[config.mk]
export PLATFORM = sky130hd
export DESIGN_NAME = decoder_stream
export DESIGN_NICKNAME = d
export VERILOG_FILES = /design/src/rtl/decoder_stream_pkg.sv /design/src/rtl/decoder_skid.sv /design/src/rtl/decoder_stream.sv
export SDC_FILE = /design/constraint.sdc
export NUM_CORES = 1
export LEC_CHECK = 0
export ABC_AREA = 1
export CAP_MARGIN = 20
export CORE_ASPECT_RATIO = 1.75
export CORE_MARGIN = 8
export CORE_UTILIZATION = 48
export CTS_BUF_LIST = sky130_fd_sc_hd__clkbuf_2 sky130_fd_sc_hd__clkbuf_4 sky130_fd_sc_hd__clkbuf_8
export CTS_CLUSTER_SIZE = 30
export DETAILED_ROUTE_END_ITERATION = 6
export GPL_ROUTABILITY_DRIVEN = 0
export GPL_TIMING_DRIVEN = 0
export PLACE_DENSITY_LB_ADDON = 0.08
export REMOVE_ABC_BUFFERS = 1
export SLEW_MARGIN = 15
export SYNTH_ARGS = -nofsm -noshare
export SYNTH_HDL_FRONTEND = slang
export SYNTH_SLANG_ARGS = --single-unit
[constraint.sdc]
create_clock -name clk -period 1.85 [get_ports clk]
set_input_delay 0.2775 -clock clk [delete_from_list [all_inputs] [get_ports clk]]
set_output_delay 0.2775 -clock clk [all_outputs]
set_load 0.01 [all_outputs]
[src/rtl/decoder_stream_pkg.sv]
`default_nettype none
// ============================================================================
// Module      : decoder_stream_pkg
// Description : Mode encodings and the shared index-to-pattern decode helper.
// Revision    : 1.0 - initial release
// ============================================================================
package decoder_stream_pkg;

    localparam logic [1:0] MODE_OH_LOW  = 2'd0;
    localparam logic [1:0] MODE_OH_HIGH = 2'd1;
    localparam logic [1:0] MODE_THERM   = 2'd2;

    localparam int MAX_SEL_W = 8;
    localparam int MAX_OUT_W = 1 << MAX_SEL_W;

    // Produces the widest pattern; callers keep the low 2**SEL_W bits,
    // which are identical for any narrower SEL_W.
    function automatic logic [MAX_OUT_W-1:0] decode_pattern(
        input logic [MAX_SEL_W-1:0] idx,
        input logic [1:0]           mode,
        input logic                 oor
    );
        logic [MAX_OUT_W-1:0] pat;
        pat = '0;
        for (int i = 0; i < MAX_OUT_W; i++) begin
            case (mode)
                MODE_OH_HIGH: pat[i] = !oor && (i == int'(idx));
                MODE_THERM:   pat[i] = !oor && (i <= int'(idx));
                default:      pat[i] = oor || (i != int'(idx));
            endcase
        end
        return pat;
    endfunction

endpackage
`default_nettype wire

[src/rtl/decoder_skid.sv]
`default_nettype none
// ============================================================================
// Module      : decoder_skid
// Description : Valid/ready output register backed by a one-entry skid buffer.
// Revision    : 1.0 - initial release
// ============================================================================
module decoder_skid #(
    parameter int W = 9
) (
    input  logic         clk,
    input  logic         rst,
    input  logic         push,
    input  logic [W-1:0] push_data,
    output logic         out_valid,
    input  logic         out_ready,
    output logic [W-1:0] out_data,
    output logic         skid_full
);

    logic [W-1:0] skid_data;
    logic         load_out;

    assign load_out = !out_valid || out_ready;

    always_ff @(posedge clk) begin
        if (rst) begin
            out_valid <= 1'b0;
            out_data  <= '0;
            skid_full <= 1'b0;
            skid_data <= '0;
        end else if (load_out) begin
            if (skid_full) begin
                // Older skid word goes first; a simultaneous push refills the skid.
                out_data  <= skid_data;
                out_valid <= 1'b1;
                skid_full <= push;
                if (push) begin
                    skid_data <= push_data;
                end
            end else if (push) begin
                out_data  <= push_data;
                out_valid <= 1'b1;
            end else begin
                out_valid <= 1'b0;
            end
        end else if (push) begin
            skid_data <= push_data;
            skid_full <= 1'b1;
        end
    end

endmodule
`default_nettype wire

[src/rtl/decoder_stream.sv]
`default_nettype none
// ============================================================================
// Module      : decoder_stream
// Description : Flow-controlled SEL_W-to-2**SEL_W decoder with range check,
//               saturating error counter and skid-buffered output.
// Revision    : 1.0 - initial release
// ============================================================================
module decoder_stream
    import decoder_stream_pkg::*;
#(
    parameter int IN_W  = 32,
    parameter int SEL_W = 3,
    parameter int ERR_W = 16
) (
    input  logic                  clk,
    input  logic                  rst,
    input  logic [IN_W-1:0]       in_data,
    input  logic [1:0]            in_mode,
    input  logic                  in_valid,
    output logic                  in_ready,
    output logic [(1<<SEL_W)-1:0] out_data,
    output logic                  out_err,
    output logic                  out_valid,
    input  logic                  out_ready,
    input  logic                  err_clr,
    output logic [ERR_W-1:0]      err_cnt
);

    localparam int OUT_W = 1 << SEL_W;

    logic             enable;
    logic             skid_full;
    logic             accept;
    logic             oor;
    logic [OUT_W-1:0] pattern;
    logic [OUT_W:0]   stage_out;

    assign oor      = |in_data[IN_W-1:SEL_W];
    assign pattern  = OUT_W'(decode_pattern(MAX_SEL_W'(in_data[SEL_W-1:0]), in_mode, oor));
    assign in_ready = enable && !skid_full;
    assign accept   = in_valid && in_ready;

    // Holds off acceptance for one cycle after every reset.
    always_ff @(posedge clk) begin
        if (rst) begin
            enable <= 1'b0;
        end else begin
            enable <= 1'b1;
        end
    end

    always_ff @(posedge clk) begin
        if (rst) begin
            err_cnt <= '0;
        end else if (err_clr) begin
            err_cnt <= ERR_W'(accept && oor);
        end else if (accept && oor && (err_cnt != {ERR_W{1'b1}})) begin
            err_cnt <= err_cnt + ERR_W'(1);
        end
    end

    decoder_skid #(
        .W (OUT_W + 1)
    ) u_skid (
        .clk       (clk),
        .rst       (rst),
        .push      (accept),
        .push_data ({oor, pattern}),
        .out_valid (out_valid),
        .out_ready (out_ready),
        .out_data  (stage_out),
        .skid_full (skid_full)
    );

    assign out_err  = stage_out[OUT_W];
    assign out_data = stage_out[OUT_W-1:0];

endmodule
`default_nettype wire

# == Yosys cells after proc, flatten, opt, wreduce, memory -nomap -nowiden ==
# Cells that the tools add are included.
# W data, S select, Z words.
# totals
reg_bits,37
input_bits,39
output_inout_bits,27
# classes
add_sub_neg,1
n_lt_le_gt_ge,7
eq_ne,18
mux,21
reduce_logical,39
# op_table
cell,n
$mux W9,5
$reduce_or A29 Y1,1
$logic_and A1 B1 Y1,19
$add A16 B1 Y16 const B,1
$ne A16 B16 Y1 const B,1
$pmux W1 S2,8
$eq A3 B3 Y1 const A,4
$le A3 B3 Y1 const A,4
$ne A3 B3 Y1 const A,4
$logic_or A1 B1 Y1,9
$mux W1,8
$eq A2 B3 Y1 const A,2
$le A2 B3 Y1 const A,2
$ne A2 B3 Y1 const A,2
$reduce_bool A2 Y1,3
$eq A1 B3 Y1 const A,1
$le A1 B3 Y1 const A,1
$logic_not A1 Y1,3
$logic_not A3 Y1,1
$ne A1 B3 Y1 const A,1
$reduce_bool A3 Y1,1
$eq A2 B1 Y1 const B,1
$eq A2 B2 Y1 const B,1
$ne A2 B1 Y1 const B,1
2 further kinds,2

# == Logic depth before layout (Yosys ltp) ==
# Gate-level depths: netlist (run 1).
# logic_depth
word_depth,7
depth_mapped,11
depth_no_buf,11

# == Modules after synthesis ==
# A second synthesis (run 1) with hierarchy kept.
# hier_totals
hier_cells,413
hier_area_um2,2586.2
# by_module_without_submodules
mod,n_inst,cells_per_inst,area_per_inst_um2,seq_area_each_um2
decoder_stream,1,268,1571.5,340.3
decoder_skid,1,145,1014.7,400.4

# == Worst setup path after synthesis (run 1) ==
# Ideal clock, no wire load.
# synth_timing
kind,reg2reg
start,register err_cnt[0]
end,register err_cnt[7]
arrival_time_ns,1.538
t_required_ns,1.729
setup_slack_ns,0.192
path_stages_with_launch,12
n_path_buf,1
period_less_slack_ns,1.658
path_cell_list,dfxtp_1 -> ha_1 -> nand2_1 -> nor3_4 -> nand2_2 -> nor2_4 -> nand2_2 -> nand2_4 -> inv_2 -> buf_6 -> nand2_1 -> a21oi_1
# synth_between
elab_chain_len,2
# synth_rtl
item,line_no,rtl
start: declaration,decoder_stream.sv:26,output logic [ERR_W-1:0] err_cnt
start signal: assignment,decoder_stream.sv:56,err_cnt <= ERR_W'(accept && oor);
start signal: assignment,decoder_stream.sv:58,err_cnt <= err_cnt + ERR_W'(1);
branches (longest 2 deep; another with $add A16 B1 Y16),n/a,
# Parallel ways; which one is timed is not known.
# A chain may end at the register's enable or synchronous reset.

# == Worst setup path in the final report (run 1) ==
# layout_timing
start,register err_cnt[0]
end,register err_cnt[11]
# Same word-level chain as after synthesis.

==> flow_metrics.py, run 1 <==
metrics = {
    "critical_path": {
        "ff2ff_path_depth": 10,
        "crit_end": "err_cnt[11]",
        "timing.critical_path.from_type": "register",
        "worstPathRequired_ns": 2.07,
        "worst-path-max-fanout": 9,
        "critical_path_cell_count": 10,
        "critPathMaxStageDelay_ns": 0.38,
        "critical-path-top-delay-family": "simple AND/OR/NAND/NOR gates",
        "critical_path.reg2reg.startpoint": "err_cnt[0]",
        "worst_setup_path_startpoint": "err_cnt[0]",
        "crit_slowest_cell": "sky130_fd_sc_hd__dfxtp_4",
        "timing.setup.critical_path_class": "register to register",
        "ff2ff_setup_slack_ns": 0.11,
        "path_cells": "ha_2 -> nand2_1 -> nor3_4 -> nand2_2 -> nor2_4 -> nand2_4 -> nand2_8 -> buf_4 -> nand2_2 -> a21oi_1",
        "critPathArrivalTime_ns": 1.96,
        "crit_reg_reg_endpoint": "err_cnt[11]",
        "crit_path_end_kind": "register",
        "path_buf_inv": 1,
        "crit_top_cell": "sky130_fd_sc_hd__nand2_2",
    },
    "yosys": {
        "post_synth_inst_count": 326,
        "synth_async_sr_flop_share_pct": 0,
        "synthesis.area_um2": 2150,
        "synth-edff-count": 0,
        "yosys_register_bits": 37,
        "post_synth_num_cell_types": 32,
        "ys.flop_type": "sky130_fd_sc_hd__dfxtp_1",
        "syn_avg_cell_area_um2": 6.60,
        "yosysWarnings": 0,
        "synth-seq-area-share_pct": 34.4,
    },
    "route": {
        "remaining_drc_errors": 0,
        "dr.first_iter.drc_count": 114,
        "first_pass_iters": 4,
        "wirelength_per_cell_um": 13.2,
        "drtAntennaViolNets": 0,
        "routed_via_density": 5.13,
        "vias": 2303,
        "postRouteWirelength_mm": 5.94,
    },
    "finish": {
        "post_route_cells_drive_above_1_share_pct": 9.55,
        "multi_input_comb_area_um2": 1260,
        "layout.filler_cells": 398,
        "final_util_pct": 69.0,
        "final_common_cell": "sky130_fd_sc_hd__nand2_1",
        "seqCellArea_um2": 747,
        "numnets_final": 439,
        "layout.cells.most_common_list": "sky130_fd_sc_hd__nand2_1 (69), sky130_fd_sc_hd__clkdlybuf4s50_1 (65), sky130_fd_sc_hd__nor2_1 (41), sky130_fd_sc_hd__a21oi_1 (36), sky130_fd_sc_hd__inv_1 (35)",
        "final_area_um2": 3010,
        "antenna_cells": 0,
        "synthToLayoutAreaGrowth_pct": 39.9,
    },
    "global_routing": {
        "grt_first_pass_wirelength_mm": 9.29,
        "grt_max_degree": 19,
        "grt_busiest_layer": "met2",
        "antenna_found_initial": 0,
        "use_met1_pct": 15.5,
        "use_met2_pct": 31.8,
        "global_router_s_overall_resource_usage_pct": 16.3,
        "first_global_vias": 2119,
        "grt_remaining_overflow": 0,
        "globalRouteMet3Util_pct": 2.35,
    },
    "clock_network": {
        "clock-root-buffer": "sky130_fd_sc_hd__clkbuf_8",
        "clock_insertion_delay_at_the_later_pin_of_the_skew_report_ns": 0.30,
        "count_of_clock_tree_sinks": 37,
        "cts_inserted_buffers": 5,
        "path_clk_slew_ns": 0.08,
        "cts_hold_buffers": 0,
        "cts_max_level": 2,
        "clock_tree.buffer_depth": 2,
        "tritoncts": "built",
    },
    "sta": {
        "layout_setup_ws_ns": 0.110,
        "post-route-min-period_ns": 1.74,
        "maxSlewHeadroom_pct": 73.1,
        "clock.fmax_mhz": 575,
        "finClkSkew_ns": 0.0137,
        "final_min_period_over_clock_period_pct": 94.0,
        "rsz0062_at_grt": "no",
        "final.hold.worst_slack_ns": 0.496,
        "setup_viol": 0,
        "maxSlewViolCount": 0,
        "worst_slew_pin_slew_ns": 0.404,
        "finalHoldViolCount": 0,
    },
    "placed_design": {
        "port_buffers": 65,
        "preCtsSetupSlack_ns": -0.444,
        "final_hpwl_from_detailed_placement_mm": 4.52,
        "detailed_place.area_um2": 2800,
    },
    "floorplan": {
        "design.core.area_um2": 4360,
        "initial_core_util_pct": 49.3,
        "row_count": 32,
        "pin_count": 66,
        "die-area_um2": 6960,
        "chipWidth_um": 66.6,
        "die_h_um": 105,
    },
    "pwr": {
        "p_leak_nw": 1.26,
        "powerDensity_nw_per_um2": 577,
        "vdd.ir_drop.worst_uv": 604,
    },
    "outcome": {
        "outcome": "complete, no violations",
    },
    "hold_path": {
        "type_of_the_worst_min_delay_path": "register to register",
    },
    "job": {
        "timing.max_cap.violations": 0,
    },
}
[power breakdown]
group	switching [mW]	total, mW	internal, mW
clock	0.300	0.602	0.302
sequential	0.0151	0.835	0.820
combinational	0.145	0.300	0.155
total	0.460	1.74	1.28
[cell families after synthesis]
kind of cell / share of synthesized area, %
AND/OR/NAND/NOR: 33.3
adder cells (fa/ha/maj): 1.75
XOR/XNOR: 3.67
buffers and inverters: 9.89
flip-flops: 34.4
AO/OA/AOI/OAI: 17.0
[Yosys cell counts (2+ instances only)]
cell type,number,share of area [%]
sky130_fd_sc_hd__xnor2_1,6,2.4
sky130_fd_sc_hd__clkbuf_1,5,0.87
sky130_fd_sc_hd__nor2_2,2,0.58
sky130_fd_sc_hd__nand2_1,70,12
sky130_fd_sc_hd__dfxtp_1,37,34
sky130_fd_sc_hd__ha_1,3,1.7
sky130_fd_sc_hd__a21o_1,2,0.70
sky130_fd_sc_hd__nor2_1,44,7.7
sky130_fd_sc_hd__inv_1,35,6.1
sky130_fd_sc_hd__nor3_1,6,1.4
sky130_fd_sc_hd__clkinv_1,3,0.52
sky130_fd_sc_hd__nand2_2,5,1.5
sky130_fd_sc_hd__o21ai_0,27,6.3
sky130_fd_sc_hd__xor2_1,3,1.2
sky130_fd_sc_hd__buf_6,2,1.0
sky130_fd_sc_hd__nand3_1,21,4.9
sky130_fd_sc_hd__nand4_1,2,0.58
sky130_fd_sc_hd__a21oi_1,36,8.4
sky130_fd_sc_hd__o211ai_1,4,1.4
[layout make-up]
cell class	instances	area share [%]
repair buffers	71	23.1
clock inverters	2	0.457
inverters	39	4.99
multi-input cells	243	41.7
clock buffers	6	2.74
flip-flops and latches	37	24.8
well taps	51	2.12
[registers in the layout, indices dropped and copies added, names as in the netlist]
signal and cells:
err_cnt 16, u_skid.out_data 9, u_skid.skid_data 9, enable 1
u_skid.out_valid 1, u_skid.skid_full 1
[how the worst min path moves through the flow]
stage / start / endpoint / slack (ns) / cells after the start
final: err_cnt[1] / err_cnt[1] / 0.50 / 2
after global routing: err_cnt[1] / err_cnt[1] / 0.52 / 2
after CTS: err_cnt[13] / err_cnt[13] / 0.51 / 2
after detailed placement: err_cnt[13] / err_cnt[13] / 0.49 / 2
after global placement: err_cnt[13] / err_cnt[13] / 0.49 / 2
after floorplan: rst / u_skid.out_valid / 0.35 / 1
[metal layers]
metal / part of all wire, % / vias up / routed length [µm]
li1: - / 1192 / -
met5: 0 / - / 0
met1: 35 / 1048 / 2090
met2: 58 / 54 / 3480
met3: 4.3 / 9 / 253
met4: 2.0 / 0 / 119
[stage by stage]
step | instances | power, mW | setup TNS, ns
after floorplan | 317 | 0.976 | 0
after global placement | 433 | 1.13 | -8.66
after detailed placement | 433 | 1.14 | -10.11
after CTS | 441 | 1.73 | 0
after global routing | 449 | 1.80 | 0
final | 449 | 1.74 | 0
[tightest hold or removal path, cell delays in order, from the launching register on]
cell	delay, ns
sky130_fd_sc_hd__dfxtp_2	0.34
sky130_fd_sc_hd__inv_1	0.07
sky130_fd_sc_hd__a21oi_1	0.06
[timing repair]
item / 4_1_cts / 5_1_grt
gates resized for setup: 4 / 11
setup buffers: 0 / 6
pin swaps: 0 / 1
gates cloned: 0 / 2
endpoints found under the setup margin: 28 / 26
No activity file was read; power rests on OpenSTA's default activity.
==> run 2, diff against run 1 <==
--- a/config.mk
+++ b/config.mk
@@ -9,7 +9,7 @@
 export CAP_MARGIN = 20
 export CORE_ASPECT_RATIO = 1.75
 export CORE_MARGIN = 8
-export CORE_UTILIZATION = 48
+export CORE_UTILIZATION = 44
 export CTS_BUF_LIST = sky130_fd_sc_hd__clkbuf_2 sky130_fd_sc_hd__clkbuf_4 sky130_fd_sc_hd__clkbuf_8
 export CTS_CLUSTER_SIZE = 30
 export DETAILED_ROUTE_END_ITERATION = 6
==> constraint.sdc (replaced) <==
create_clock -name clk -period 1.5 [get_ports clk]
set_input_delay 0.225 -clock clk [delete_from_list [all_inputs] [get_ports clk]]
set_output_delay 0.225 -clock clk [all_outputs]
set_load 0.01 [all_outputs]
==> flow_metrics.py, run 2 (synthesis results as in run 1) <==
metrics = {
    "outcome": {
        "outcome": "finished, violations left",
        "failed_checks": "setup timing",
    },
    "sta": {
        "rsz0062_at_grt": "yes",
        "layout_setup_ws_ns": -0.0171,
        "maxSlewHeadroom_pct": 73.0,
        "final.hold.worst_slack_ns": 0.489,
        "worst_slew_pin_slew_ns": 0.403,
        "setup_viol": 6,
        "clock.fmax_mhz": 659,
        "finClkSkew_ns": 0.00891,
        "finalHoldViolCount": 0,
        "final_min_period_over_clock_period_pct": 101,
        "post-route-min-period_ns": 1.52,
        "maxSlewViolCount": 0,
    },
    "clock_network": {
        "clock_tree.buffer_depth": 2,
        "tritoncts": "built",
        "cts_max_level": 2,
        "cts_hold_buffers": 0,
        "count_of_clock_tree_sinks": 37,
        "clock_insertion_delay_at_the_later_pin_of_the_skew_report_ns": 0.29,
        "clock-root-buffer": "sky130_fd_sc_hd__clkbuf_8",
        "path_clk_slew_ns": 0.08,
        "cts_inserted_buffers": 5,
    },
    "critical_path": {
        "path_buf_inv": 2,
        "timing.setup.critical_path_class": "register to register",
        "critPathMaxStageDelay_ns": 0.37,
        "worstPathRequired_ns": 1.73,
        "critPathArrivalTime_ns": 1.74,
        "path_cells": "inv_1 -> nor3_2 -> nand2_2 -> nor2_4 -> nand2_4 -> nand2_8 -> buf_12 -> nand2_2 -> a21oi_2",
        "critical-path-top-delay-family": "simple AND/OR/NAND/NOR gates",
        "crit_slowest_cell": "sky130_fd_sc_hd__dfxtp_2",
        "worst-path-max-fanout": 7,
        "crit_top_cell": "sky130_fd_sc_hd__nand2_2",
        "timing.critical_path.from_type": "register",
        "crit_path_end_kind": "register",
    },
    "global_routing": {
        "grt_max_degree": 16,
        "grt_remaining_overflow": 0,
        "first_global_vias": 2405,
        "global_router_s_overall_resource_usage_pct": 17.7,
        "antenna_found_initial": 0,
        "grt_first_pass_wirelength_mm": 10.4,
    },
    "floorplan": {
        "chipWidth_um": 68.9,
        "die-area_um2": 7470,
        "pin_count": 66,
        "design.core.area_um2": 4710,
        "row_count": 33,
        "initial_core_util_pct": 45.7,
        "die_h_um": 108,
    },
    "finish": {
        "max_flop_register": "err_cnt",
        "layout.cells.non_filler": 467,
        "largest_register_ff_count": 16,
        "biggestRegsByFlops": "err_cnt: 16 flops, u_skid.out_data: 9 flops, u_skid.skid_data: 9 flops",
        "numnets_final": 457,
        "layout.cells.most_common_list": "sky130_fd_sc_hd__nand2_1 (58), sky130_fd_sc_hd__inv_1 (34), sky130_fd_sc_hd__nor2_1 (33), sky130_fd_sc_hd__a21oi_1 (32), sky130_fd_sc_hd__clkdlybuf4s50_1 (27)",
        "antenna_cells": 0,
        "layout.filler_cells": 408,
        "final_common_cell": "sky130_fd_sc_hd__nand2_1",
        "seqCellArea_um2": 767,
        "post_route_cells_drive_above_1_share_pct": 23.9,
        "final_util_pct": 71.1,
        "multi_input_comb_area_um2": 1400,
        "synthToLayoutAreaGrowth_pct": 55.6,
    },
    "pwr": {
        "vdd.ir_drop.worst_uv": 482,
        "powerDensity_nw_per_um2": 647,
        "p_leak_nw": 1.55,
    },
    "placed_design": {
        "port_buffers": 65,
        "placedCellCount": 434,
        "final_hpwl_from_detailed_placement_mm": 4.61,
    },
    "route": {
        "routed_via_density": 5.21,
        "wirelength_per_cell_um": 14.0,
        "drtAntennaViolNets": 0,
        "dr.first_iter.drc_count": 106,
        "first_pass_iters": 4,
        "remaining_drc_errors": 0,
        "postRouteWirelength_mm": 6.55,
        "vias": 2435,
    },
    "job": {
        "timing.max_cap.violations": 0,
    },
    "hold_path": {
        "type_of_the_worst_min_delay_path": "register to register",
    },
}
run 2: cell type report:
type,instances,share of cell area [%]
multi-input cells,242,41.8
repair buffers,90,25.9
flip-flops and latches,37,22.9
inverters,39,4.71
clock buffers,7,2.69
well taps,52,1.94
run 2: final timing paths:
kind                 endpoint  cells after the start  slack [ns]  startpoint
setup / recovery  err_cnt[14]                      9       -0.02  err_cnt[6]
hold / removal     err_cnt[8]                      2        0.49  err_cnt[8]
setup reg to reg  err_cnt[14]                      9       -0.02  err_cnt[6]
hold reg to reg    err_cnt[8]                      2        0.49  err_cnt[8]
run 2: timing repair:
action                     in CTS  in global routing
setup endpoints to repair      41                 36
gates cloned                    1                  0
pin swaps                      47                 33
resized for setup              88                 37
buffers inserted               18                  7
run 2: layer usage:
layer	share of wire [%]	track usage, %	routed length [µm]	vias to the layer above
li1	-	-	-	1230
met1	36	16.9	2340	1133
met2	58	33.4	3800	59
met3	3.2	1.97	210	13
met4	3.1	10.8	203	0
met5	0	0	0	-
run 2: worst min-delay path: stages (launching register included):
cell and delay, ns:
sky130_fd_sc_hd__dfxtp_2 0.35, sky130_fd_sc_hd__nand2_2 0.06, sky130_fd_sc_hd__a21oi_1 0.04
run 2: stage by stage:
step | worst slack (ns) | power (mW) | cell area, µm² | TNS (ns)
3_3_place_gp | -0.719 | 1.40 | 2800 | -19.07
6_report | -0.0171 | 2.17 | 3350 | -0.0512
2_1_floorplan | -0.170 | 1.20 | 2080 | -2.83
5_1_grt | -0.0985 | 2.24 | 3350 | -0.800
3_5_place_dp | -0.773 | 1.40 | 2800 | -20.32
4_1_cts | -0.0559 | 2.15 | 3200 | -0.343
run 2: where the power goes:
part | switching [mW] | total, mW | internal, mW
registers | 0.0186 | 1.02 | 1.01
clock network | 0.350 | 0.733 | 0.383
logic | 0.208 | 0.408 | 0.200
==> run 3, diff against run 2 <==
--- a/config.mk
+++ b/config.mk
@@ -17,6 +17,7 @@
 export GPL_TIMING_DRIVEN = 0
 export PLACE_DENSITY_LB_ADDON = 0.08
 export REMOVE_ABC_BUFFERS = 1
+export SETUP_SLACK_MARGIN = 0.4
 export SLEW_MARGIN = 15
 export SYNTH_ARGS = -nofsm -noshare
 export SYNTH_HDL_FRONTEND = slang
==> flow_metrics.py, run 3 (synthesis results as in run 1) <==
metrics = {
    "sta": {
        "final.hold.worst_slack_ns": 0.412,
        "setup_viol": 0,
        "finClkSkew_ns": 0.00954,
        "layout_setup_ws_ns": 0.00905,
        "final_min_period_over_clock_period_pct": 99.4,
        "post-route-min-period_ns": 1.49,
        "finalHoldViolCount": 0,
        "rsz0062_at_grt": "yes",
        "maxSlewViolCount": 0,
        "clock.fmax_mhz": 671,
        "worst_slew_pin_slew_ns": 0.437,
        "maxSlewHeadroom_pct": 70.9,
    },
    "critical_path": {
        "critical-path-top-delay-family": "flip-flops",
        "path_buf_inv": 2,
        "critical_path.reg2reg.startpoint": "err_cnt[0]",
        "worstPathRequired_ns": 1.73,
        "timing.setup.critical_path_class": "register to register",
        "worst-path-max-fanout": 3,
        "timing.critical_path.from_type": "register",
        "critPathArrivalTime_ns": 1.72,
        "critPathMaxStageDelay_ns": 0.37,
        "ff2ff_setup_slack_ns": 0.009,
        "crit_reg_reg_endpoint": "err_cnt[10]",
        "crit_path_end_kind": "register",
        "path_cells": "ha_4 -> nand2_4 -> nor3_4 -> nand2_2 -> buf_4 -> buf_4 -> xnor2_1 -> nand2_1 -> a21oi_1",
        "crit_slowest_cell": "sky130_fd_sc_hd__dfxtp_4",
        "ff2ff_path_depth": 9,
        "crit_top_cell": "sky130_fd_sc_hd__buf_4",
    },
    "finish": {
        "biggestRegsByFlops": "err_cnt: 16 flops, u_skid.out_data: 9 flops, u_skid.skid_data: 9 flops",
        "final_area_um2": 3710,
        "layout.filler_cells": 333,
        "post_route_cells_drive_above_1_share_pct": 53.0,
        "antenna_cells": 0,
        "layout.cells.most_common_list": "sky130_fd_sc_hd__nand2_1 (54), sky130_fd_sc_hd__buf_4 (32), sky130_fd_sc_hd__nor2_1 (29), sky130_fd_sc_hd__inv_1 (27), sky130_fd_sc_hd__buf_6 (27)",
        "layout.cells.non_filler": 492,
        "final_common_cell": "sky130_fd_sc_hd__nand2_1",
        "multi_input_comb_area_um2": 1600,
        "max_flop_register": "err_cnt",
        "largest_register_ff_count": 16,
        "numnets_final": 482,
        "seqCellArea_um2": 785,
        "synthToLayoutAreaGrowth_pct": 72.5,
    },
    "global_routing": {
        "antenna_found_initial": 0,
        "first_global_vias": 2681,
        "grt_remaining_overflow": 0,
        "grt_first_pass_wirelength_mm": 11.8,
        "grt_max_degree": 16,
        "global_router_s_overall_resource_usage_pct": 20.2,
    },
    "clock_network": {
        "cts_inserted_buffers": 5,
        "clock-root-buffer": "sky130_fd_sc_hd__clkbuf_8",
        "clock_tree.buffer_depth": 2,
        "path_clk_slew_ns": 0.08,
        "cts_max_level": 2,
        "count_of_clock_tree_sinks": 37,
        "clock_insertion_delay_at_the_later_pin_of_the_skew_report_ns": 0.30,
        "cts_hold_buffers": 0,
        "tritoncts": "built",
    },
    "job": {
        "timing.max_cap.violations": 0,
    },
    "placed_design": {
        "final_hpwl_from_detailed_placement_mm": 4.61,
        "port_buffers": 65,
        "placedCellCount": 434,
        "detailed_place.area_um2": 2800,
        "preCtsSetupSlack_ns": -0.773,
    },
    "floorplan": {
        "chipWidth_um": 68.9,
        "die-area_um2": 7470,
        "initial_core_util_pct": 45.7,
        "row_count": 33,
        "die_h_um": 108,
        "design.core.area_um2": 4710,
        "pin_count": 66,
    },
    "pwr": {
        "vdd.ir_drop.worst_uv": 577,
        "p_leak_nw": 1.67,
        "powerDensity_nw_per_um2": 610,
    },
    "route": {
        "vias": 2675,
        "first_pass_iters": 4,
        "routed_via_density": 5.44,
        "remaining_drc_errors": 0,
        "wirelength_per_cell_um": 16.6,
        "dr.first_iter.drc_count": 139,
        "drtAntennaViolNets": 0,
        "postRouteWirelength_mm": 8.18,
    },
    "hold_path": {
        "hold_start": "out_ready",
        "type_of_the_worst_min_delay_path": "input pin to register",
        "hold_depth": 5,
        "hold-path-endpoint": "u_skid.skid_full",
    },
    "outcome": {
        "outcome": "complete, no violations",
    },
}
## run 3: cell count changes in the layout (fill, tap and decap cells not counted), sizes merged
| cell | change |
|---|---|
| buf | +64 |
| clkbuf | +6 |
| clkdlybuf4s15 | +5 |
| clkdlybuf4s50 | -26 |
| clkinv | +1 |
| dlygate4sd2 | -19 |
| dlymetal6s2s | -6 |
## run 3: repair_timing
item,in CTS,in global routing
setup endpoints to repair,61,56
gates resized for setup,306,65
gates cloned,3,0
pin swaps,63,33
hold endpoints to repair,0,0
buffers inserted,39,9
## run 3: area by class of cell
cell class	instances	share of cell area, %
Multi-Input combinational cell	242	43.1
Timing Repair Buffer	114	27.0
Sequential cell	37	21.1
Inverter	39	4.28
Clock buffer	7	2.43
Tap cell	52	1.75
Timing Repair inverter	1	0.236
## run 3: report_power, final
part           total, mW  internal [mW]  leakage, nW  switching, mW
registers           1.03           1.01        0.313         0.0216
clock network      0.758          0.383       0.0477          0.375
logic              0.479          0.215         1.31          0.263
total               2.26           1.60         1.67          0.659
## run 3: worst max path at each step
stage,start,endpoint,cells past startpoint
2_1_floorplan,u_skid.skid_full,u_skid.skid_data[1],6
3_3_place_gp,in_valid,u_skid.out_data[4],6
3_5_place_dp,in_valid,u_skid.out_data[4],6
4_1_cts,err_cnt[0],err_cnt[8],10
5_1_grt,err_cnt[1],err_cnt[14],10
6_report,err_cnt[0],err_cnt[10],9
## run 3: worst min-delay path, cell delays in order
cell                             delay, ns
sky130_fd_sc_hd__dlymetal6s2s_1       0.14
sky130_fd_sc_hd__nor2_4               0.06
sky130_fd_sc_hd__inv_2                0.08
sky130_fd_sc_hd__buf_4                0.12
sky130_fd_sc_hd__nor3_1               0.05
## run 3: through the flow
step,util [%],total power [mW],TNS (ns)
after floorplan,-,1.20,-2.83
after global placement,59.5,1.40,-19.07
after detailed placement,59.5,1.40,-20.32
after CTS,74.2,2.20,-0.177
after global routing,78.8,2.33,-0.615
final,78.8,2.26,0
## run 3: per-layer routing
layer	track usage [%]	vias up	share of wire, %
met1	18.3	1257	34
li1	-	1282	-
met5	0	-	0
met3	2.38	29	4.9
met2	38.5	107	57
met4	13.9	0	4.7
